[src/rtl/lu_selftest_seq.sv]
// lu_selftest_seq: self-test sequencer for a 2-input logic unit
// (sel 00 NOR, 01 OR, 10 XOR, 11 XNOR). On start it drives all 16 {sel,a,b}
// vectors in order, samples y_i, and compares it against an internal golden
// model. It reports done/pass, a saturating error count and the index of the
// first failing vector.
// Ports:
//   clk, reset            clock, synchronous active-high reset
//   start                 run request, honoured only in IDLE or DONE
//   y_i                   result from the logic unit under test
//   a_o, b_o, sel_o       stimulus to the logic unit (registered decode of idx)
//   busy, done, pass      run status (registered)
//   err_count             saturating mismatch count
//   fail_valid, fail_idx  first-mismatch flag and its {sel,a,b} index
module lu_selftest_seq #(
  parameter int unsigned SETTLE = 1,
  parameter int unsigned ERR_W  = 5
) (
  input  logic             clk,
  input  logic             reset,
  input  logic             start,
  input  logic             y_i,
  output logic             a_o,
  output logic             b_o,
  output logic [1:0]       sel_o,
  output logic             busy,
  output logic             done,
  output logic             pass,
  output logic [ERR_W-1:0] err_count,
  output logic             fail_valid,
  output logic [3:0]       fail_idx
);

  localparam int unsigned      CNT_W      = (SETTLE > 1) ? $clog2(SETTLE) : 1;
  localparam logic [CNT_W-1:0] CNT_RELOAD = CNT_W'(SETTLE - 1);
  localparam logic [ERR_W-1:0] ERR_MAX    = '1;

  typedef enum logic [1:0] {
    S_IDLE,
    S_SETTLE,
    S_CHECK,
    S_DONE
  } state_e;

  state_e           state_q;
  logic [3:0]       idx_q;
  logic [CNT_W-1:0] cnt_q;
  logic [3:0]       vec_q;
  logic             busy_q;
  logic             done_q;
  logic             pass_q;
  logic [ERR_W-1:0] err_q;
  logic             fail_valid_q;
  logic [3:0]       fail_idx_q;

  logic             exp_c;
  logic             start_ok_c;

  // Golden model of the logic unit for the current vector
  always_comb begin
    exp_c = 1'b0;
    case (idx_q[3:2])
      2'b00:   exp_c = ~(idx_q[1] | idx_q[0]);
      2'b01:   exp_c = idx_q[1] | idx_q[0];
      2'b10:   exp_c = idx_q[1] ^ idx_q[0];
      default: exp_c = ~(idx_q[1] ^ idx_q[0]);
    endcase
  end

  assign start_ok_c = start && ((state_q == S_IDLE) || (state_q == S_DONE));

  // Sequencer FSM; status and vector outputs are a registered decode of the
  // state/index, so they trail the state register by one cycle.
  always_ff @(posedge clk) begin
    if (reset) begin
      state_q      <= S_IDLE;
      idx_q        <= 4'd0;
      cnt_q        <= '0;
      vec_q        <= 4'd0;
      busy_q       <= 1'b0;
      done_q       <= 1'b0;
      pass_q       <= 1'b0;
      err_q        <= '0;
      fail_valid_q <= 1'b0;
      fail_idx_q   <= 4'd0;
    end else begin
      vec_q  <= idx_q;
      busy_q <= (state_q == S_SETTLE) || (state_q == S_CHECK);
      // A start accepted in DONE drops done/pass on the same edge
      done_q <= (state_q == S_DONE) && !start;
      pass_q <= (state_q == S_DONE) && !start && (err_q == '0);

      case (state_q)
        S_IDLE, S_DONE: begin
          if (start_ok_c) begin
            idx_q        <= 4'd0;
            cnt_q        <= CNT_RELOAD;
            err_q        <= '0;
            fail_valid_q <= 1'b0;
            fail_idx_q   <= 4'd0;
            state_q      <= S_SETTLE;
          end
        end
        S_SETTLE: begin
          if (cnt_q == '0) begin
            state_q <= S_CHECK;
          end else begin
            cnt_q <= cnt_q - CNT_W'(1);
          end
        end
        S_CHECK: begin
          if (y_i != exp_c) begin
            if (err_q != ERR_MAX) begin
              err_q <= err_q + ERR_W'(1);
            end
            if (!fail_valid_q) begin
              fail_valid_q <= 1'b1;
              fail_idx_q   <= idx_q;
            end
          end
          if (idx_q == 4'hF) begin
            state_q <= S_DONE;
          end else begin
            idx_q   <= idx_q + 4'd1;
            cnt_q   <= CNT_RELOAD;
            state_q <= S_SETTLE;
          end
        end
        default: state_q <= S_IDLE;
      endcase
    end
  end

  assign {sel_o, a_o, b_o} = vec_q;
  assign busy              = busy_q;
  assign done              = done_q;
  assign pass              = pass_q;
  assign err_count         = err_q;
  assign fail_valid        = fail_valid_q;
  assign fail_idx          = fail_idx_q;

endmodule

[config.mk]
export PLATFORM = sky130hd
export DESIGN_NAME = lu_selftest_seq
export DESIGN_NICKNAME = d
export VERILOG_FILES = /design/src/rtl/lu_selftest_seq.sv
export SDC_FILE = /design/constraint.sdc
export NUM_CORES = 1
export LEC_CHECK = 0
export BUFFER_PORTS_ARGS = -buffer_cell sky130_fd_sc_hd__buf_2
export CAP_MARGIN = 20
export CORE_MARGIN = 3
export CORE_UTILIZATION = 45
export CTS_CLUSTER_DIAMETER = 60
export CTS_CLUSTER_SIZE = 30
export DETAILED_ROUTE_END_ITERATION = 8
export PLACE_DENSITY = 0.68
export SYNTH_ARGS = -nofsm -noshare
export SYNTH_HDL_FRONTEND = slang
export SYNTH_SLANG_ARGS = --single-unit
[constraint.sdc]
create_clock -name clk -period 1.6 [get_ports clk]
set_input_delay 0.24 -clock clk [delete_from_list [all_inputs] [get_ports clk]]
set_output_delay 0.24 -clock clk [all_outputs]
set_load 0.02 [all_outputs]
Word level (Yosys, flattened, before mapping):

Index checks and enable logic that the tools add are counted.

* $add $sub $neg: 3
* multipliers: 0
* div/mod/pow operators: 0
* order comparisons: 0
* equal/unequal tests: 14
* shift operators: 0
* mux-type cells: 21
* bitwise gates (word level): 4
* reduce and logical (&&, ||, !) cells: 17

Operator list (count)
* $mux 4: 4
* $pmux 4 s2: 2
* $mux 5: 3
* $pmux 5 s2: 1
* $ne 2x2->1 const B: 4
* $reduce_and 4->1: 2
* $eq 2x2->1 const B: 3
* $mux 2: 3
* $pmux 1 s3: 2
* $pmux 2 s3: 1
* $reduce_and 3->1: 2
* $add 5x1->5 const B: 1
* $logic_not 5->1: 1
* $ne 5x5->1 const B: 1
* $add 4x1->4 const B: 1
* $eq 2x1->1 const B: 2
* $eq 4x4->1 const B: 1
* $logic_not 2->1: 2
* $mux 1: 4
* $ne 2x1->1 const B: 2
* $reduce_and 2->1: 2
* $logic_and 1x1->1: 3
* $logic_or 1x1->1: 2
* $not 1->1: 2
* other kinds (8): 8

* register bits after elaboration: 24
* latch bits: 0
* memory bits (writable): 0
* memory bits (read-only): 0
* input port bits: 4
* word-level logic and storage cells: 69
* memories: 0

Depth between registers and ports, before layout:

Gate-level depths: netlist (run 1).

* word-level depth: 6
* mapped depth: 7

Worst setup path after synthesis (run 1):

Ideal clock, no wire load.

* path type: reg-to-reg
* start: reg err_q[0], in the netlist err_count[0]
* end: reg err_q[3], in the netlist err_count[3]
* arrival: 1.641 ns
* setup slack: -0.176 ns
* stages on the path, launching flop included: 8
* buffers on the path: 0
* period minus slack after synthesis: 1.776 ns
* cells stage by stage: dfxtp_1 > ha_1 > and3_1 > ha_1 > nand2b_1 > nand2b_1 > o311ai_0 > o31ai_1

* cells in the longest elaborated chain, start to end: 4
* elaborated cells between the ends (all ways): 7

RTL lines
* start, declared: line 51 `logic [ERR_W-1:0] err_q;`
* start signal, assigned: line 113 `err_q <= err_q + ERR_W'(1);`
* $add 5x1->5: line 113
* $mux 5: line 112 `if (err_q != ERR_MAX) begin`
* $mux 5: line 111 `if (y_i != exp_c) begin`
* $pmux 5 s2: line 92 `case (state_q)`

Several ways; a longest one is shown, not always the timed one. The select of a mux whose other input is x is not followed.
A chain may end at the register's enable or synchronous reset.

Final worst setup path (run 1):

Same ends and word-level chain as after synthesis.

==> results of run 1 <==
flip-flops by register name, summed over array words and instances, names as in the netlist:
name	cells
busy	1
fail_idx	4
pass	1
vec_q	4
fail_valid	1
state_q	2
done	1
err_count	5
idx_q	4
final timing paths:
| kind | startpoint | endpoint | slack (ns) |
|---|---|---|---|
| worst max-delay path | err_count[0]$_SDFFE_PP0P_ | err_count[3]$_SDFFE_PP0P_ | -0.01 |
| worst min register to register | idx_q[1]$_SDFFE_PP0P_ | vec_q[1]$_SDFF_PP0_ | 0.52 |
| worst min-delay path | reset | vec_q[1]$_SDFF_PP0_ | 0.17 |
| worst max register to register | err_count[0]$_SDFFE_PP0P_ | err_count[3]$_SDFFE_PP0P_ | -0.01 |
Yosys cell counts (2+ instances only):
cell	n	area, sq um
and2_2	2	15.01
a21oi_1	3	15.01
inv_1	8	30.03
mux2_2	4	45.04
dfxtp_1	23	460.4
o21a_1	2	15.01
and2b_2	2	17.52
nor2_1	11	41.29
mux2i_1	4	40.04
nand2_1	5	18.77
nor3_1	5	25.02
nand2b_1	6	37.54
o21ai_0	2	10.01
ha_1	9	112.6
nand3_1	4	20.02
and2_1	2	12.51
nand4_1	2	12.51
area by class of cell:
class	instances	area share
multi-input cells	82	0.4714
repair buffers	43	0.1730
clock buffers	4	0.01667
inverters	8	0.01905
flip-flops and latches	23	0.2976
well taps	28	0.02222
timing repair:
| item | 4_1_cts | 5_1_grt |
|---|---|---|
| gates resized for setup | 6 | 14 |
| buffers inserted | 3 | 1 |
| pin swaps | 5 | 8 |
| hold endpoints to repair | 0 | 0 |
| setup endpoints to repair | 8 | 11 |
routing by layer:
layer,up-vias,GRT usage,wire length [microns]
met5,-,0,0
met4,0,0.04746,23
met3,2,0.02784,87
met2,17,0.2990,1281
met1,441,0.2108,1114
li1,486,-,-
power breakdown:
part	internal [mW]	leakage (nW)	switching, mW
Combinational	0.575	0.523	0.562
Clock	0.0973	0.0150	0.170
Sequential	0.648	0.189	0.0431
Total	1.32	0.727	0.774
worst reg2reg max path, cell delays in order, from the launching register on:
cell	delay [ns]
dfxtp_4	0.37
ha_4	0.15
and3_4	0.18
ha_4	0.15
nand2b_4	0.14
nand2b_4	0.15
o311ai_2	0.25
o31ai_1	0.11
metrics by stage:
step	area (sq um)	utilization	worst slack, ns	total power [mW]	setup TNS, ns
global route	1577	0.6927	-0.06836	2.243	-0.3057
detailed placement	1453	0.6383	-0.03755	1.724	-0.06987
finish	1577	0.6927	-0.01152	2.094	-0.01152
CTS	1521	0.6685	-0.007911	2.053	-0.007911
floorplan	1186	-	0.008802	1.377	0
global placement	1453	0.6383	-0.007724	1.713	-0.02540
cell families after synthesis:
kind of cell / after synthesis
fa+ha+maj: 9
xor+xnor: 4
buf+inv: 10
compound gates: 13
mux: 8
flops: 23
simple gates: 48
==> metrics.md, run 1 <==
| Metric | Value |
|---|---|
| Mapped cell area | `1120 sq um` |
| Vias in the first global route | `just under 1k` |
| Critical path's top delay family | `simple AND/OR/NAND/NOR gates` |
| Largest net degree at the start of global routing | `13` |
| Worst VDD drop | `roughly 950 uV` |
| Minimum clock period after layout | `~1.6 ns` |
| Placed insts | `181` |
| Die Area | `3123 sq um` |
| Post-Syn Instances | `~120` |
| Site row count | `17` |
| Slew @ Worst Pin | `0.3156 ns` |
| Crit path DAT | `about 1.8 ns` |
| Pleak | `around 0.73 nW` |
| Status | `finished with violations` |
| Most common cell after layout, fill and taps aside | `buf_4` |
| Post-Synth Simple-Gate Area | `0.2458` |
| Max Cap Viol | `0` |
| Prevailing post-synth register cell | `dfxtp_1` |
| Crit-path max FO | `3` |
| Critical path startpoint category | `flip-flop` |
| Fillcell total | `between 150 and 200` |
| P per Cell Area | `between 1000 and 1500 nW/um^2` |
| First-pass GRT wire length | `roughly 4300 microns` |
| RSZ-0062 raised after global routing | `yes` |
| WP data required | `between 1.5 and 2 ns` |
| Synthesized-area fraction occupied by adder cells | `0.1006` |
| Top Ports | `21` |
| Vias | `between 900 and 1k` |
| Core Area | `between 2000 and 2500 sq um` |
| Fmax | `approximately 620 MHz` |
| Worst R2R Path Depth | `7` |
| Root Driver | `clkbuf_4` |
| Layout cells sized above 1 | `0.5063` |
| Drt via density | `5.032` |
| EDFF count, synth | `0` |
| Post-synthesis area per instance | `~10 sq um` |
| Synthesis-to-finish area growth | `40.78%` |
| Most frequent cells in the layout | `buf_4, buf_2, dfxtp_1` |
| Drt pass-1 iters | `4` |
| CTS tree | `built` |
| Initial antenna violation count | `0` |
| Relative slew slack | `0.7889` |
| Sequential cell area | `469.2 sq um` |
| Post-route DRC violation count | `0` |
| Final net count | `between 150 and 200` |
| Final worst setup slack | `-0.01152 ns` |
| Post-synthesis compound-gate area fraction | `0.07821` |
| Crit path depth | `7` |
| Skew-Pair Late Insertion Delay | `just over 0.3 ns` |
| Total track usage | `0.1691` |
| Buffers and inverters on the worst path | `0` |
| Clock-pin slew on the worst setup and hold paths | `0.12 ns` |
| Multi-input gate area | `between 700 and 800 sq um` |
| Initial drt markers | `11` |
| Crit-path max cell delay | `between 0.3 and 0.4 ns` |
| Xor/xnor share of the synthesized area | `0.04469` |
| # setup viols final | `1` |
| Fraction of synthesized area in multiplexers | `0.07598` |
| Largest family of logic cells by synthesized area | `simple AND/OR/NAND/NOR gates` |
| Post-synth net total | `128` |
| Hold WC Path Type | `in -> reg` |
| Sequential-to-total area share from yosys stat | `0.4112` |
| Final clock skew | `0.005559 ns` |
| Fin crit share | `1.007` |
| Hpwl dp | `around 1900 microns` |
| RePlAce Congestion | `slightly above 0.8` |
| Post-Route WL | `between 2000 and 3000 microns` |
| Hold Slack | `around 0.17 ns` |
| Crit path kind | `reg -> reg` |
| Slowest stage cell, crit path | `dfxtp_4` |
| Crit path cell chain | `ha_4, and3_4, ha_4, nand2b_4, nand2b_4, o311ai_2, o31ai_1` |
| Violated checks | `setup timing` |
| TritonCTS Buffers | `3` |
| Hold Crit Depth | `2` |
| Final hold vios | `0` |
| Ys Warns | `0` |
| H-Tree Depth | `1` |
| Initial core utilization | `0.4920` |
| Hold-fix buffer count after cts | `0` |
| N_diodes | `0` |
| CTS Buffer Depth | `2` |
| Remaining Overflow, GRT | `0` |
| Antenna viol nets, final | `0` |
| Synthesis-stage register bit count | `23` |
| Asr flop ratio synth | `0` |
| Die W | `55.89 microns` |
| Die Span Y | `roughly 56 microns` |
| IO Port Bufs | `20` |
| Final non-filler cell total | `~190` |
| Drt wl/cell | `13.34 microns` |
| Yosys cell types | `38` |
| CP Capture Type | `flip-flop` |
| Final Max Tran Viols | `0` |
| Clk sinks | `23` |
(Power assumes the default switching activity.)
==> inputs of run 2 (changes only) <==
- ABC_AREA: not set -> 1
==> run 2 against run 1 <==
The flow now finishes without violations; combinational power decreased by 51%; count of clock-buffer cells in the layout is 1 lower; flip-flop and latch count stayed put; clock skew up 0.013 ns; worst hold slack improved by 0.041 ns; wire length rose by 3.3%; largest power group is now registers.
==> metrics.md, run 2 <==
| Metric | Value |
|---|---|
| Status | `finished, final reports clean (was finished with violations)` |
| First-pass GRT wire length | `4236 microns (was 4326 microns)` |
| Design Area, Final | `1470 sq um (was 1577 sq um)` |
| Hpwl dp | `1853 microns (was 1864 microns)` |
| H-Tree Depth | `1 (unchanged)` |
| Yosys top cell area share | `0.3911 (was 0.4112)` |
| Mapped cell area | `1177 sq um (was 1120 sq um)` |
| Total track usage | `0.1604 (was 0.1691)` |
| Largest net degree at the start of global routing | `20 (was 13)` |
| Final clock skew | `0.01858 ns (was 0.005559 ns)` |
| Hold WC Path Type | `in -> reg (unchanged)` |
| Drt via density | `5.054 (was 5.032)` |
| Hold Crit Depth | `4 (was 2)` |
| Fraction of synthesized area in multiplexers | `0 (was 0.07598)` |
| Post-synthesis compound-gate area fraction | `0.08820 (was 0.07821)` |
| Slew @ Worst Pin | `0.3568 ns (was 0.3156 ns)` |
| Skew-Pair Late Insertion Delay | `0.32 ns (was 0.31 ns)` |
| Final TNS setup | `0 ns (was -0.01152 ns)` |
| P per Cell Area | `1007 nW/um^2 (was 1328 nW/um^2)` |
| Max FFs per register | `5 (unchanged)` |
| Critical path startpoint category | `flip-flop (unchanged)` |
| Synthesis-stage register bit count | `23 (unchanged)` |
| Clock-pin slew on the worst setup and hold paths | `0.14 ns (was 0.12 ns)` |
| Initial antenna violation count | `0 (unchanged)` |
| Most frequent cells after synthesis | `nand2_1, dfxtp_1, inv_1, nor2_1, nand4_1 (was dfxtp_1, nor2_1, ha_1, inv_1, nand2b_1)` |
| IO Port Bufs | `20 (unchanged)` |
| Final net count | `207 (was 174)` |
| Placed insts | `214 (was 181)` |
| Post-route DRC violation count | `0 (unchanged)` |
| Sequential-to-total area share from yosys stat | `0.3911 (was 0.4112)` |
| Remaining Overflow, GRT | `0 (unchanged)` |
| Vias in the first global route | `1029 (was 975)` |
| Prevailing post-synth register cell | `dfxtp_1 (unchanged)` |
| Synthesis-to-finish area growth | `24.87% (was 40.78%)` |
| Final Core Density | `0.6283 (was 0.6927)` |
| Die Area | `3266 sq um (was 3123 sq um)` |
| Crit-path max FO | `6 (was 3)` |
| Post-Route WL | `2589 microns (was 2507 microns)` |
| Final worst setup slack | `0.09735 ns (was -0.01152 ns)` |
| Post-synthesis area per instance | `7.359 sq um (was 9.738 sq um)` |
| Vias | `1117 (was 946)` |
| Ys Warns | `0 (unchanged)` |
| DR WL met3 | `78 microns (was 87 microns)` |
| Worst R2R Path Depth | `8 (was 7)` |
| Worst VDD drop | `852.7 uV (was 948.8 uV)` |
| Yosys cell types | `26 (was 38)` |
| Hold Slack | `0.2145 ns (was 0.1732 ns)` |
| Reg2reg end | `idx_q[3]$_SDFFE_PP0P_ (was err_count[3]$_SDFFE_PP0P_)` |
| RePlAce Congestion | `0.8115 (was 0.8064)` |
| Dominant cell type by area after synthesis | `dfxtp_1 (unchanged)` |
| Pleak | `0.7215 nW (was 0.7273 nW)` |
| Met1 WL | `1174 microns (was 1114 microns)` |
| Final Max Tran Viols | `0 (unchanged)` |
| Relative slew slack | `0.7621 (was 0.7889)` |
| CP Capture Type | `flip-flop (unchanged)` |
| Most frequent cells in the layout | `nand2_1, dfxtp_1, inv_1, buf_2, nor2_1 (was buf_4, buf_2, dfxtp_1)` |
| Count leader, synth | `nand2_1 (was dfxtp_1)` |
| Crit path DAT | `1.71 ns (was 1.81 ns)` |
| Setup slack, reg-to-reg | `0.1 ns (was -0.01 ns)` |
| Largest family of logic cells by synthesized area | `simple AND/OR/NAND/NOR gates (unchanged)` |
| Final hold vios | `0 (unchanged)` |
| Most common cell after layout, fill and taps aside | `nand2_1 (was buf_4)` |
| Uppermost routed layer | `met4 (unchanged)` |
| Drt wl/cell | `11.71 microns (was 13.34 microns)` |
| Antenna viol nets, final | `0 (unchanged)` |
| Crit path kind | `reg -> reg (unchanged)` |
| Tot Pwr | `1.480 mW (was 2.094 mW)` |
| Drt pass-1 iters | `4 (unchanged)` |
| Fillcell total | `217 (was 187)` |
| Post-Syn Instances | `160 (was 115)` |
| Hold Crit Endpoint | `done$_SDFF_PP0_ (was vec_q[1]$_SDFF_PP0_)` |
| Synthesized-area fraction occupied by adder cells | `0.09564 (was 0.1006)` |
| Clk sinks | `23 (unchanged)` |
| TritonCTS Buffers | `3 (unchanged)` |
| Final non-filler cell total | `221 (was 188)` |
| Fin crit share | `0.9392 (was 1.007)` |
| Hold Crit Start | `start (was reset)` |
| EDFF count, synth | `0 (unchanged)` |
| Post-synth net total | `173 (was 128)` |
| Worst slack at placement | `-0.04610 ns (was -0.03755 ns)` |
| # setup viols final | `0 (was 1)` |
| Max Cap Viol | `0 (unchanged)` |
| WP data required | `1.81 ns (was 1.80 ns)` |
| Minimum clock period after layout | `1.503 ns (was 1.612 ns)` |
| Post-Synth Simple-Gate Area | `0.3188 (was 0.2458)` |
| Fmax | `665.5 MHz (was 620.5 MHz)` |
| CTS Buffer Depth | `2 (unchanged)` |
| Root Driver | `clkbuf_4 (unchanged)` |
| Layout cells sized above 1 | `0.3005 (was 0.5063)` |
| CTS tree | `built (unchanged)` |
| Most area-consuming cells after synthesis | `dfxtp_1, nand2_1, ha_1 (was dfxtp_1, ha_1, mux2_2)` |
| Worst r2r src | `state_q[0]$_SDFFE_PP0P_ (was err_count[0]$_SDFFE_PP0P_)` |
| Area of placed instances | `1364 sq um (was 1453 sq um)` |
| Xor/xnor share of the synthesized area | `0 (was 0.04469)` |
| Die W | `57.15 microns (was 55.89 microns)` |
| Routed met2 length | `1305 microns (was 1281 microns)` |
| Initial drt markers | `30 (was 11)` |
| Hold-fix buffer count after cts | `0 (unchanged)` |
| Site row count | `17 (unchanged)` |
| Die Span Y | `57.15 microns (was 55.89 microns)` |
| Initial core utilization | `0.5032 (was 0.4920)` |
| N_diodes | `0 (unchanged)` |
| Core Area | `2340 sq um (was 2276 sq um)` |
| Asr flop ratio synth | `0 (unchanged)` |
| Top Ports | `21 (unchanged)` |
==> run 2: worst max path at each step <==
stage / start / endpoint / depth (start not counted)
after floorplan: err_count[0]$_SDFFE_PP0P_ / err_count[1]$_SDFFE_PP0P_ / 9
after global placement: idx_q[1]$_SDFFE_PP0P_ / err_count[1]$_SDFFE_PP0P_ / 11
after detailed placement: idx_q[1]$_SDFFE_PP0P_ / err_count[1]$_SDFFE_PP0P_ / 11
after CTS: idx_q[1]$_SDFFE_PP0P_ / err_count[0]$_SDFFE_PP0P_ / 10
after global routing: state_q[1]$_SDFFE_PP0P_ / idx_q[3]$_SDFFE_PP0P_ / 7
final: state_q[0]$_SDFFE_PP0P_ / idx_q[3]$_SDFFE_PP0P_ / 8
==> run 2: logic make-up (layout without fill, tap and decap cells) <==
family | after synthesis | in the layout
fa+ha+maj | 9 | 9
buf+inv | 30 | 63
simple gates | 80 | 80
flops | 23 | 23
compound gates | 18 | 18
==> run 2: layout make-up <==
| class | count | area [sq um] | share of cell area |
|---|---|---|---|
| timing repair buffer | 34 | 209.0 | 0.1421 |
| tap | 28 | 35.03 | 0.02383 |
| clock inverter | 1 | 5.005 | 0.003404 |
| sequential | 23 | 462.9 | 0.3149 |
| clock buffer | 3 | 22.52 | 0.01532 |
| inverter | 25 | 96.34 | 0.06553 |
| multi-input combinational | 107 | 639.4 | 0.4349 |
==> run 2: timing repair <==
item,in CTS,in global routing
setup endpoints to repair,5,13
buffers inserted,0,3
pin swaps,0,1
gates resized for setup,2,11
==> run 2: power breakdown <==
group | switching (mW) | internal, mW | total (mW)
Combinational | 0.338 | 0.214 | 0.553
Clock | 0.180 | 0.0936 | 0.274
Sequential | 0.0265 | 0.628 | 0.654
==> run 2: worst max-delay path, stage by stage (launching register included) <==
cell and delay (ns):
dfxtp_1 0.35, inv_1 0.05, ha_2 0.31, nand2_2 0.12, o21ai_4 0.10, nor2_4 0.17, nand2_1 0.09, o21ai_0 0.16
a21oi_1 0.05
==> run 2: per-layer routing <==
layer / vias to the layer above / GRT usage
met2: 19 / 0.2773
met3: 4 / 0.02036
met4: 0 / 0.05960
met5: - / 0
li1: 581 / -
met1: 513 / 0.2028
==> inputs of run 3 (changes only) <==
- CTS_BUF_LIST: not set -> sky130_fd_sc_hd__clkbuf_8
==> run 3 against run 2 <==
Register-to-register slack got worse by 0.02 ns; sequential share of layout area fell by 0.085 points; count of clock-buffer cells in the layout did not move; fmax fell by 1.2%; flip-flop and latch count did not move; first-iteration DRC count rose by 6.7%; sequential power barely moved; core utilization did not move; critical path type unchanged; largest cell class unchanged; highest routed layer unchanged.
==> metrics.md, run 3 (synthesized netlist as in run 2, its figures left out) <==
| Metric | Value |
|---|---|
| Die W | `57.15 microns (unchanged)` |
| Initial drt markers | `32 (was 30)` |
| Post-route DRC violation count | `0 (unchanged)` |
| Hpwl dp | `1853 microns (unchanged)` |
| Skew-Pair Late Insertion Delay | `0.26 ns (was 0.32 ns)` |
| Post-Route WL | `2547 microns (was 2589 microns)` |
| Largest net degree at the start of global routing | `20 (unchanged)` |
| Synthesis-to-finish area growth | `24.87% (unchanged)` |
| # setup viols final | `0 (unchanged)` |
| Site row count | `17 (unchanged)` |
| Fmax | `657.6 MHz (was 665.5 MHz)` |
| RePlAce Congestion | `0.8115 (unchanged)` |
| Final TNS setup | `0 ns (unchanged)` |
| Tot Pwr | `1.549 mW (was 1.480 mW)` |
| Hold Slack | `0.2849 ns (was 0.2145 ns)` |
| Drt pass-1 iters | `4 (unchanged)` |
| Die Area | `3266 sq um (unchanged)` |
| Remaining Overflow, GRT | `0 (unchanged)` |
| Final Core Density | `0.6283 (unchanged)` |
| Core Area | `2340 sq um (unchanged)` |
| First-pass GRT wire length | `4236 microns (unchanged)` |
| CTS tree | `built (unchanged)` |
| Top Ports | `21 (unchanged)` |
| Max Cap Viol | `0 (unchanged)` |
| Die Span Y | `57.15 microns (unchanged)` |
| Final hold vios | `0 (unchanged)` |
| Fin crit share | `0.9504 (was 0.9392)` |
| Final net count | `206 (was 207)` |
| Clk sinks | `23 (unchanged)` |
| CTS Buffer Depth | `2 (unchanged)` |
| IO Port Bufs | `20 (unchanged)` |
| WP data required | `1.75 ns (was 1.81 ns)` |
| Critical path startpoint category | `flip-flop (unchanged)` |
| Hold-fix buffer count after cts | `0 (unchanged)` |
| Crit-path max FO | `11 (was 6)` |
| Final Max Tran Viols | `0 (unchanged)` |
| Most frequent cells in the layout | `nand2_1, dfxtp_1, inv_1, buf_2, nor2_1 (unchanged)` |
| TritonCTS Buffers | `3 (unchanged)` |
| Most common cell after layout, fill and taps aside | `nand2_1 (unchanged)` |
| Slew @ Worst Pin | `0.3551 ns (was 0.3568 ns)` |
| Status | `finished, final reports clean (unchanged)` |
| Initial core utilization | `0.5032 (unchanged)` |
| Max FFs per register | `5 (unchanged)` |
| Final non-filler cell total | `220 (was 221)` |
| Initial antenna violation count | `0 (unchanged)` |
| Drt via density | `5.018 (was 5.054)` |
| Layout cells sized above 1 | `0.2917 (was 0.3005)` |
| Hold WC Path Type | `in -> reg (unchanged)` |
| Clock-pin slew on the worst setup and hold paths | `0.08 ns (was 0.14 ns)` |
| RSZ-0062 raised after global routing | `yes` |
| Relative slew slack | `0.7633 (was 0.7621)` |
| Vias in the first global route | `1030 (was 1029)` |
| Crit path kind | `reg -> reg (unchanged)` |
| N_diodes | `0 (unchanged)` |
| Antenna viol nets, final | `0 (unchanged)` |
| CP Capture Type | `flip-flop (unchanged)` |
| Total track usage | `0.1599 (was 0.1604)` |
| Vias | `1104 (was 1117)` |
| Placed insts | `214 (unchanged)` |
| Crit path DAT | `1.67 ns (was 1.71 ns)` |
| Worst slack at placement | `-0.04610 ns (unchanged)` |
| Pleak | `0.7222 nW (was 0.7215 nW)` |
| Final clock skew | `0.005212 ns (was 0.01858 ns)` |
| Minimum clock period after layout | `1.521 ns (was 1.503 ns)` |
| Drt wl/cell | `11.58 microns (was 11.71 microns)` |
| H-Tree Depth | `1 (unchanged)` |
| Root Driver | `clkbuf_8 (was clkbuf_4)` |
| Worst VDD drop | `803.4 uV (was 852.7 uV)` |
| Fillcell total | `222 (was 217)` |
| P per Cell Area | `1054 nW/um^2 (was 1007 nW/um^2)` |
| Design Area, Final | `1470 sq um (unchanged)` |
| Area of placed instances | `1364 sq um (unchanged)` |
| Final worst setup slack | `0.07935 ns (was 0.09735 ns)` |
[run 3: worst paths after layout]
check,from,endpoint,slack [ns],cells past startpoint
hold / removal,start,done$_SDFF_PP0_,0.28,4
hold reg to reg,fail_idx[3]$_SDFFE_PP0P_,fail_idx[3]$_SDFFE_PP0P_,0.46,2
setup reg to reg,state_q[0]$_SDFFE_PP0P_,err_count[1]$_SDFFE_PP0P_,0.08,9
setup / recovery,state_q[0]$_SDFFE_PP0P_,err_count[1]$_SDFFE_PP0P_,0.08,9
[run 3: per-layer routing]
metal	routed length [microns]	part of all wire	global-route usage	vias up
met4	24	0.0094	0.04967	0
li1	-	-	-	579
met3	94	0.037	0.02715	3
met1	1143	0.45	0.2000	499
met2	1284	0.50	0.2790	23
met5	0	0	0	-
[run 3: layout make-up]
class	count	area, sq um	area share
clock buffers	3	41.29	0.02809
clock inverters	1	5.005	0.003404
inverters	25	93.84	0.06383
multi-input cells	107	631.9	0.4298
flip-flops and latches	23	461.7	0.3140
well taps	28	35.03	0.02383
repair buffers	33	201.4	0.1370
[run 3: worst max-delay path: stages (launching register included)]
cell and delay [ns]:
dfxtp_1 0.33, inv_1 0.05, ha_2 0.36, nand2_2 0.10, o21ai_4 0.10, inv_2 0.15, nand3_2 0.14, nand2_1 0.07
nand2_1 0.07, nor2_1 0.04
[run 3: where the power goes]
| part | switching, mW | internal [mW] | total (mW) |
|---|---|---|---|
| Sequential | 0.0263 | 0.626 | 0.652 |
| Combinational | 0.331 | 0.208 | 0.539 |
| Clock | 0.184 | 0.174 | 0.358 |
[run 3: repair_timing]
item,4_1_cts,5_1_grt
pin swaps,0,1
gates cloned,0,0
setup buffers,0,2
endpoints found under the setup margin,5,12
gates resized for setup,2,8
